`src/rtl/ps2_key_tracker_pkg.sv`:
```
// Shared types and constants for the PS/2 key tracker: prefixes, ignored bytes,
// key-code and event payloads, parser state encoding.
package ps2_key_tracker_pkg;

  localparam logic [7:0] PREFIX_EXT = 8'hE0;
  localparam logic [7:0] PREFIX_BRK = 8'hF0;

  localparam int unsigned KEY_CODE_W = 9;
  localparam int unsigned EVT_W      = 10;

  typedef struct packed {
    logic       ext;
    logic [7:0] code;
  } key_code_t;

  typedef struct packed {
    logic       brk;
    logic       ext;
    logic [7:0] code;
  } evt_t;

  typedef enum logic [1:0] {
    ST_IDLE    = 2'd0,
    ST_EXT     = 2'd1,
    ST_BRK     = 2'd2,
    ST_EXT_BRK = 2'd3
  } parse_state_t;

  // Controller/status bytes that abort a sequence and never form an event
  function automatic logic is_ignored(input logic [7:0] b);
    return b inside {8'hE1, 8'hAA, 8'hFA, 8'hFE, 8'hEE, 8'h00, 8'hFF};
  endfunction

endpackage

```
`src/rtl/ps2_key_tracker_event.sv`:
```
// Event FIFO: power-of-2 depth, combinational head, simultaneous push/pop when full,
// sticky overflow on a dropped push.
module ps2_event_fifo #(
  parameter int unsigned WIDTH = 10,
  parameter int unsigned DEPTH = 4
) (
  input  logic             CLOCK_50,
  input  logic             reset,
  input  logic             push,
  input  logic [WIDTH-1:0] push_data,
  input  logic             pop,
  output logic [WIDTH-1:0] head_data,
  output logic             not_empty,
  output logic             overflow
);

  localparam int unsigned AW = (DEPTH > 1) ? $clog2(DEPTH) : 1;
  localparam int unsigned CW = AW + 1;

  logic [WIDTH-1:0] mem [DEPTH];
  logic [AW-1:0]    wr_ptr;
  logic [AW-1:0]    rd_ptr;
  logic [CW-1:0]    count;

  logic do_pop_c;
  logic do_push_c;

  // A pop frees the slot the same cycle, so a full FIFO still accepts push+pop
  assign do_pop_c  = pop && (count != '0);
  assign do_push_c = push && ((count != CW'(DEPTH)) || do_pop_c);

  always_ff @(posedge CLOCK_50) begin
    if (reset) begin
      wr_ptr   <= '0;
      rd_ptr   <= '0;
      count    <= '0;
      overflow <= 1'b0;
    end else begin
      if (do_push_c) wr_ptr <= wr_ptr + AW'(1);
      if (do_pop_c)  rd_ptr <= rd_ptr + AW'(1);
      if (do_push_c && !do_pop_c)      count <= count + CW'(1);
      else if (do_pop_c && !do_push_c) count <= count - CW'(1);
      if (push && !do_push_c) overflow <= 1'b1;
    end
  end

  always_ff @(posedge CLOCK_50) begin
    if (do_push_c && !reset) mem[wr_ptr] <= push_data;
  end

  assign head_data = mem[rd_ptr];
  assign not_empty = (count != '0);

endmodule

```
`src/rtl/ps2_key_tracker.sv`:
```
// PS/2 scan-code parser with per-key held/press tracking, last make code and an event FIFO.
module ps2_key_tracker
  import ps2_key_tracker_pkg::*;
#(
  parameter int unsigned          NUM_KEYS   = 4,
  parameter logic [9*NUM_KEYS-1:0] KEY_MAP   = {9'h075, 9'h072, 9'h06B, 9'h074},
  parameter int unsigned          HIST_DEPTH = 4
) (
  input  logic                CLOCK_50,
  input  logic                reset,
  input  logic [7:0]          received_data,
  input  logic                received_data_en,
  output logic [NUM_KEYS-1:0] key_down,
  output logic [NUM_KEYS-1:0] key_press,
  output logic [8:0]          last_code,
  output logic [9:0]          evt_data,
  output logic                evt_valid,
  input  logic                evt_ready,
  output logic                overflow
);

  parse_state_t state;
  parse_state_t state_next;
  logic         evt_fire_c;
  evt_t         evt_c;
  key_code_t    evt_key_c;

  always_ff @(posedge CLOCK_50) begin
    if (reset) state <= ST_IDLE;
    else       state <= state_next;
  end

  // Prefixes accumulate; redundant prefixes hold; anything else ends the sequence
  always_comb begin
    state_next = state;
    if (received_data_en) begin
      if (received_data == PREFIX_EXT) begin
        if (state == ST_IDLE) state_next = ST_EXT;
      end else if (received_data == PREFIX_BRK) begin
        case (state)
          ST_IDLE: state_next = ST_BRK;
          ST_EXT:  state_next = ST_EXT_BRK;
          default: state_next = state;
        endcase
      end else begin
        state_next = ST_IDLE;
      end
    end
  end

  always_comb begin
    evt_fire_c = 1'b0;
    evt_c      = '0;
    evt_c.brk  = (state == ST_BRK) || (state == ST_EXT_BRK);
    evt_c.ext  = (state == ST_EXT) || (state == ST_EXT_BRK);
    evt_c.code = received_data;
    if (received_data_en && !reset &&
        received_data != PREFIX_EXT && received_data != PREFIX_BRK &&
        !is_ignored(received_data))
      evt_fire_c = 1'b1;
  end

  assign evt_key_c = '{ext: evt_c.ext, code: evt_c.code};

  // Key table: duplicate map entries all update from the same event
  always_ff @(posedge CLOCK_50) begin
    if (reset) begin
      key_down  <= '0;
      key_press <= '0;
      last_code <= '0;
    end else begin
      key_press <= '0;
      if (evt_fire_c) begin
        if (!evt_c.brk) last_code <= evt_key_c;
        for (int i = 0; i < NUM_KEYS; i++) begin
          if (KEY_MAP[9*i +: 9] == evt_key_c) begin
            if (evt_c.brk) begin
              key_down[i] <= 1'b0;
            end else begin
              key_down[i]  <= 1'b1;
              key_press[i] <= ~key_down[i];
            end
          end
        end
      end
    end
  end

  ps2_event_fifo #(
    .WIDTH (EVT_W),
    .DEPTH (HIST_DEPTH)
  ) u_fifo (
    .CLOCK_50  (CLOCK_50),
    .reset     (reset),
    .push      (evt_fire_c),
    .push_data (evt_c),
    .pop       (evt_ready),
    .head_data (evt_data),
    .not_empty (evt_valid),
    .overflow  (overflow)
  );

endmodule

```
`config.mk`:
```
export PLATFORM = sky130hd
export DESIGN_NAME = ps2_key_tracker
export DESIGN_NICKNAME = d
export VERILOG_FILES = /design/src/rtl/ps2_key_tracker_pkg.sv /design/src/rtl/ps2_key_tracker_event.sv /design/src/rtl/ps2_key_tracker.sv
export SDC_FILE = /design/constraint.sdc
export NUM_CORES = 1
export LEC_CHECK = 0
export BUFFER_PORTS_ARGS = -buffer_cell sky130_fd_sc_hd__buf_2
export CAP_MARGIN = 20
export CORE_ASPECT_RATIO = 0.9
export CORE_UTILIZATION = 58
export DETAILED_ROUTE_END_ITERATION = 10
export PLACE_DENSITY = 0.81
export SLEW_MARGIN = 25
export SYNTH_ARGS = -nofsm -noshare
export SYNTH_HDL_FRONTEND = slang
export SYNTH_SLANG_ARGS = --single-unit
```
`constraint.sdc`:
```
create_clock -name CLOCK_50 -period 7.5 [get_ports CLOCK_50]
set_input_delay 2.25 -clock CLOCK_50 [delete_from_list [all_inputs] [get_ports CLOCK_50]]
set_output_delay 2.25 -clock CLOCK_50 [all_outputs]
set_load 0.01 [all_outputs]
```
==> impl_metrics.ini <==
[yosys]
syn_avg_cell_area_um2 = 13.7
synth_fa_ha_area_share_pct = 2.86
synth.distinct_cells = 43
synth_xor_area_share_pct = 1.21
ys_async_sr_fraction_pct = 0
ys.warnings.count = 0
muxShareOfSynthArea_pct = 12.7
synth_seq_cells = 69
synth_nets = 229
yosys.area_share.simple_pct = 14.8
synth_top_family_by_area = simple AND/OR/NAND/NOR gates
synth_edf_count = 40
ys.flop_type = edfxtp_1
ys_seq_area_share_pct = 61.8
synth_compound_area_share_pct = 3.82
syn_area_mm2 = 0.00288
syn_inst = 211

[worst_setup_path]
r2r_slack_ns = 5.00
crit_path_frequent_cell = a21oi_1
cp-start-kind = primary input
path_max_fanout = 13
worstPathRequired_ns = 7.76
cp_data_arrival_time_ns = 4.85
end_kind = register
crit_family = simple AND/OR/NAND/NOR gates
slowest_delay_ns = 0.49
reg2reg_to = u_fifo.count[2]$_SDFFE_PP0P_
r2r-start = u_fifo.count[0]$_SDFFE_PP0P_
ff2ff_path_depth = 9
slowest_stage = nor3b_1
cp_cell_sequence = buf_2 -> inv_2 -> a21oi_1 -> a2111oi_4 -> nor3b_1 -> and2_1 -> ha_1 -> inv_1 -> fa_1 -> xor2_1 -> or3_1 -> a21oi_1
criticalPathCategory = primary input to register
crit_buf_inv = 3

[place]
hpwl_um = 3570
place_area_mm2 = 0.00312
dp.cells = 303
place.gp.congestion = 0.781
portBuffers = 40

[global_routing]
overflow = 0
grt_first_pass_wirelength_um = 8490
grt_pass1_vias = 1677
grt_usage_pct = 22.6
grt_max_degree = 22
antenna_found_initial = 0

[drt]
avgViaCountPerCell = 5.67
vias = 1809
drtIter0Drc = 140
wl_per_cell_um = 16.8
drc = 0
antenna_left = 0
dr.pass1.iters = 4
routed_wl_um = 5360

[sta]
slew-limit-headroom_pct = 55.8
fin_crit_sh_pct = 61.1
period_needed_ns = 4.59
fmaxAchievable_mhz = 218
rsz0062_at_grt = false
hold_viol_final = 0
worstMarginPinSlew_ns = 0.662
finalSetupViolCount = 0
finClkSkew_ns = 0.00780
finalSetupTns_ns = 0
drv_slew = 0

[power]
p_sw_uw = 258
p_per_area_mw_per_mm2 = 292
finalPower_uw = 971
swShare_pct = 26.5
intPower_uw = 714
clkPwrFrac_pct = 32.5
combPwrFrac_pct = 19.4
irDropWorstVdd_mv = 0.201
p_leak_uw = 0.00129
p_seq_share_pct = 48.1

[clock_tree]
cts_made_buffers = 9
cts.repair.resized = 0
root_buffer = clkbuf_8
cts.htree.levels = 3
cts_setup_buffers = 0
clkTransAtPathRegs_ns = 0.07
tritoncts = built
holdBufCountCts = 0
clk_path_buf_depth = 2
cts.sinks = 69
worstSkewPairLatency_ns = 0.33

[hold_path]
whs_path_depth = 2
min_path_type = register to register
holdPathEnd = last_code[8]$_SDFFE_PP0P_
worstHoldStart = last_code[8]$_SDFFE_PP0P_

[floorplanning]
ios = 41
dieWidth_um = 76.3
num_rows = 23
die_area_mm2 = 0.00526
start_util_pct = 62.6
core_region_area_mm2 = 0.00460
die_h_um = 68.9

[layout]
layout_common_cells = buf_2, edfxtp_1, dfxtp_1
drive_gt1_share_pct = 29.2
nNetsFinal = 270
final_cell_count_no_fill = 319
diodes = 0
final_area_mm2 = 0.00333
syn_to_final_growth_pct = 15.4

[job]
cap_violations = 0

[run_status]
run_status = complete, no violations
-- worst register-to-register path, cell delays in order, from the launching register on --
cell,delay (ns)
dfxtp_1,0.35
or4b_2,0.73
and3_1,0.25
and2_1,0.15
ha_1,0.20
inv_1,0.08
fa_1,0.17
xor2_1,0.07
or3_1,0.31
a21oi_1,0.14
-- per-stage QoR --
stage | worst slack [ns] | hold slack (ns) | utilization [%]
floorplan | 2.97 | 0.458 | -
global placement | 2.77 | 0.440 | 67.7
detailed placement | 2.58 | 0.445 | 67.7
CTS | 2.94 | 0.457 | 72.3
global route | 2.69 | 0.487 | 72.3
finish | 2.91 | 0.458 | 72.3
-- state kept, by name, indices dropped and copies added, names as in the netlist, named ones only --
| register | count |
|---|---|
| u_fifo.mem | 40 |
| last_code | 9 |
| key_down | 4 |
| key_press | 4 |
| u_fifo.count | 3 |
| state | 2 |
| u_fifo.rd_ptr | 2 |
| u_fifo.wr_ptr | 2 |
| u_fifo.overflow | 1 |
-- routing by layer --
metal / GRT usage (%) / vias up / share of wire [%]
met5: 0 / - / 0
met4: 8.41 / 0 / 0.67
met3: 6.71 / 4 / 6.4
met2: 35.0 / 68 / 48
met1: 30.6 / 877 / 45
li1: - / 860 / -
-- cell type report --
type | count | area (µm²)
clock inverter | 3 | 43.8
fill | 327 | 1270
tap | 62 | 77.6
clock buffer | 13 | 170
timing repair buffer | 41 | 208
multi-input combinational | 124 | 1020
inverter | 7 | 26.3
sequential | 69 | 1780
-- cell usage after synthesis, drive strengths merged, types with 2 or more instances --
library cell / count / share of area (%)
a211oi: 3 / 0.78
nor2: 15 / 2.0
or4: 2 / 0.65
inv: 7 / 0.91
xor2: 4 / 1.2
mux4: 10 / 7.8
clkbuf: 4 / 0.52
buf: 7 / 1.3
nand4b: 2 / 0.61
dfxtp: 29 / 20
nor4: 2 / 0.43
or3: 4 / 0.87
nor4b: 2 / 0.82
nor3b: 3 / 0.78
ha: 5 / 2.2
nand2: 23 / 3.0
nor2b: 3 / 0.65
nand3: 5 / 1.0
mux2i: 13 / 4.5
a21oi: 4 / 0.69
nor3: 3 / 0.52
edfxtp: 40 / 42
and3: 5 / 1.1
nand4: 3 / 0.65
-- kinds of logic (layout without fill, tap and decap cells) --
group,Yosys count,after routing
adder cells (fa/ha/maj),6,6
flip-flops,69,69
multiplexers,24,24
AND/OR/NAND/NOR,78,78
AO/OA/AOI/OAI,12,12
buffers and inverters,18,64
XOR/XNOR,4,4
-- worst max-delay path by stage --
| stage | startpoint | end | slack (ns) | cells past startpoint |
|---|---|---|---|---|
| floorplan | received_data[0] | u_fifo.count[2]$_SDFFE_PP0P_ | 2.97 | 12 |
| global placement | received_data[0] | u_fifo.count[2]$_SDFFE_PP0P_ | 2.77 | 12 |
| detailed placement | received_data[0] | u_fifo.count[2]$_SDFFE_PP0P_ | 2.58 | 12 |
| CTS | received_data[0] | u_fifo.count[2]$_SDFFE_PP0P_ | 2.94 | 12 |
| global route | received_data[0] | u_fifo.count[2]$_SDFFE_PP0P_ | 2.69 | 12 |
| finish | received_data[0] | u_fifo.count[2]$_SDFFE_PP0P_ | 2.91 | 12 |
-- power by group through the flow --
stage                     clock [µW]  sequential, µW  combinational (µW)
after floorplan                    0             456                 151
after global placement             0             477                 185
after detailed placement           0             478                 189
after CTS                        319             470                 189
after global routing             337             474                 208
final                            316             468                 188
Power figures use the tool's default switching activity.
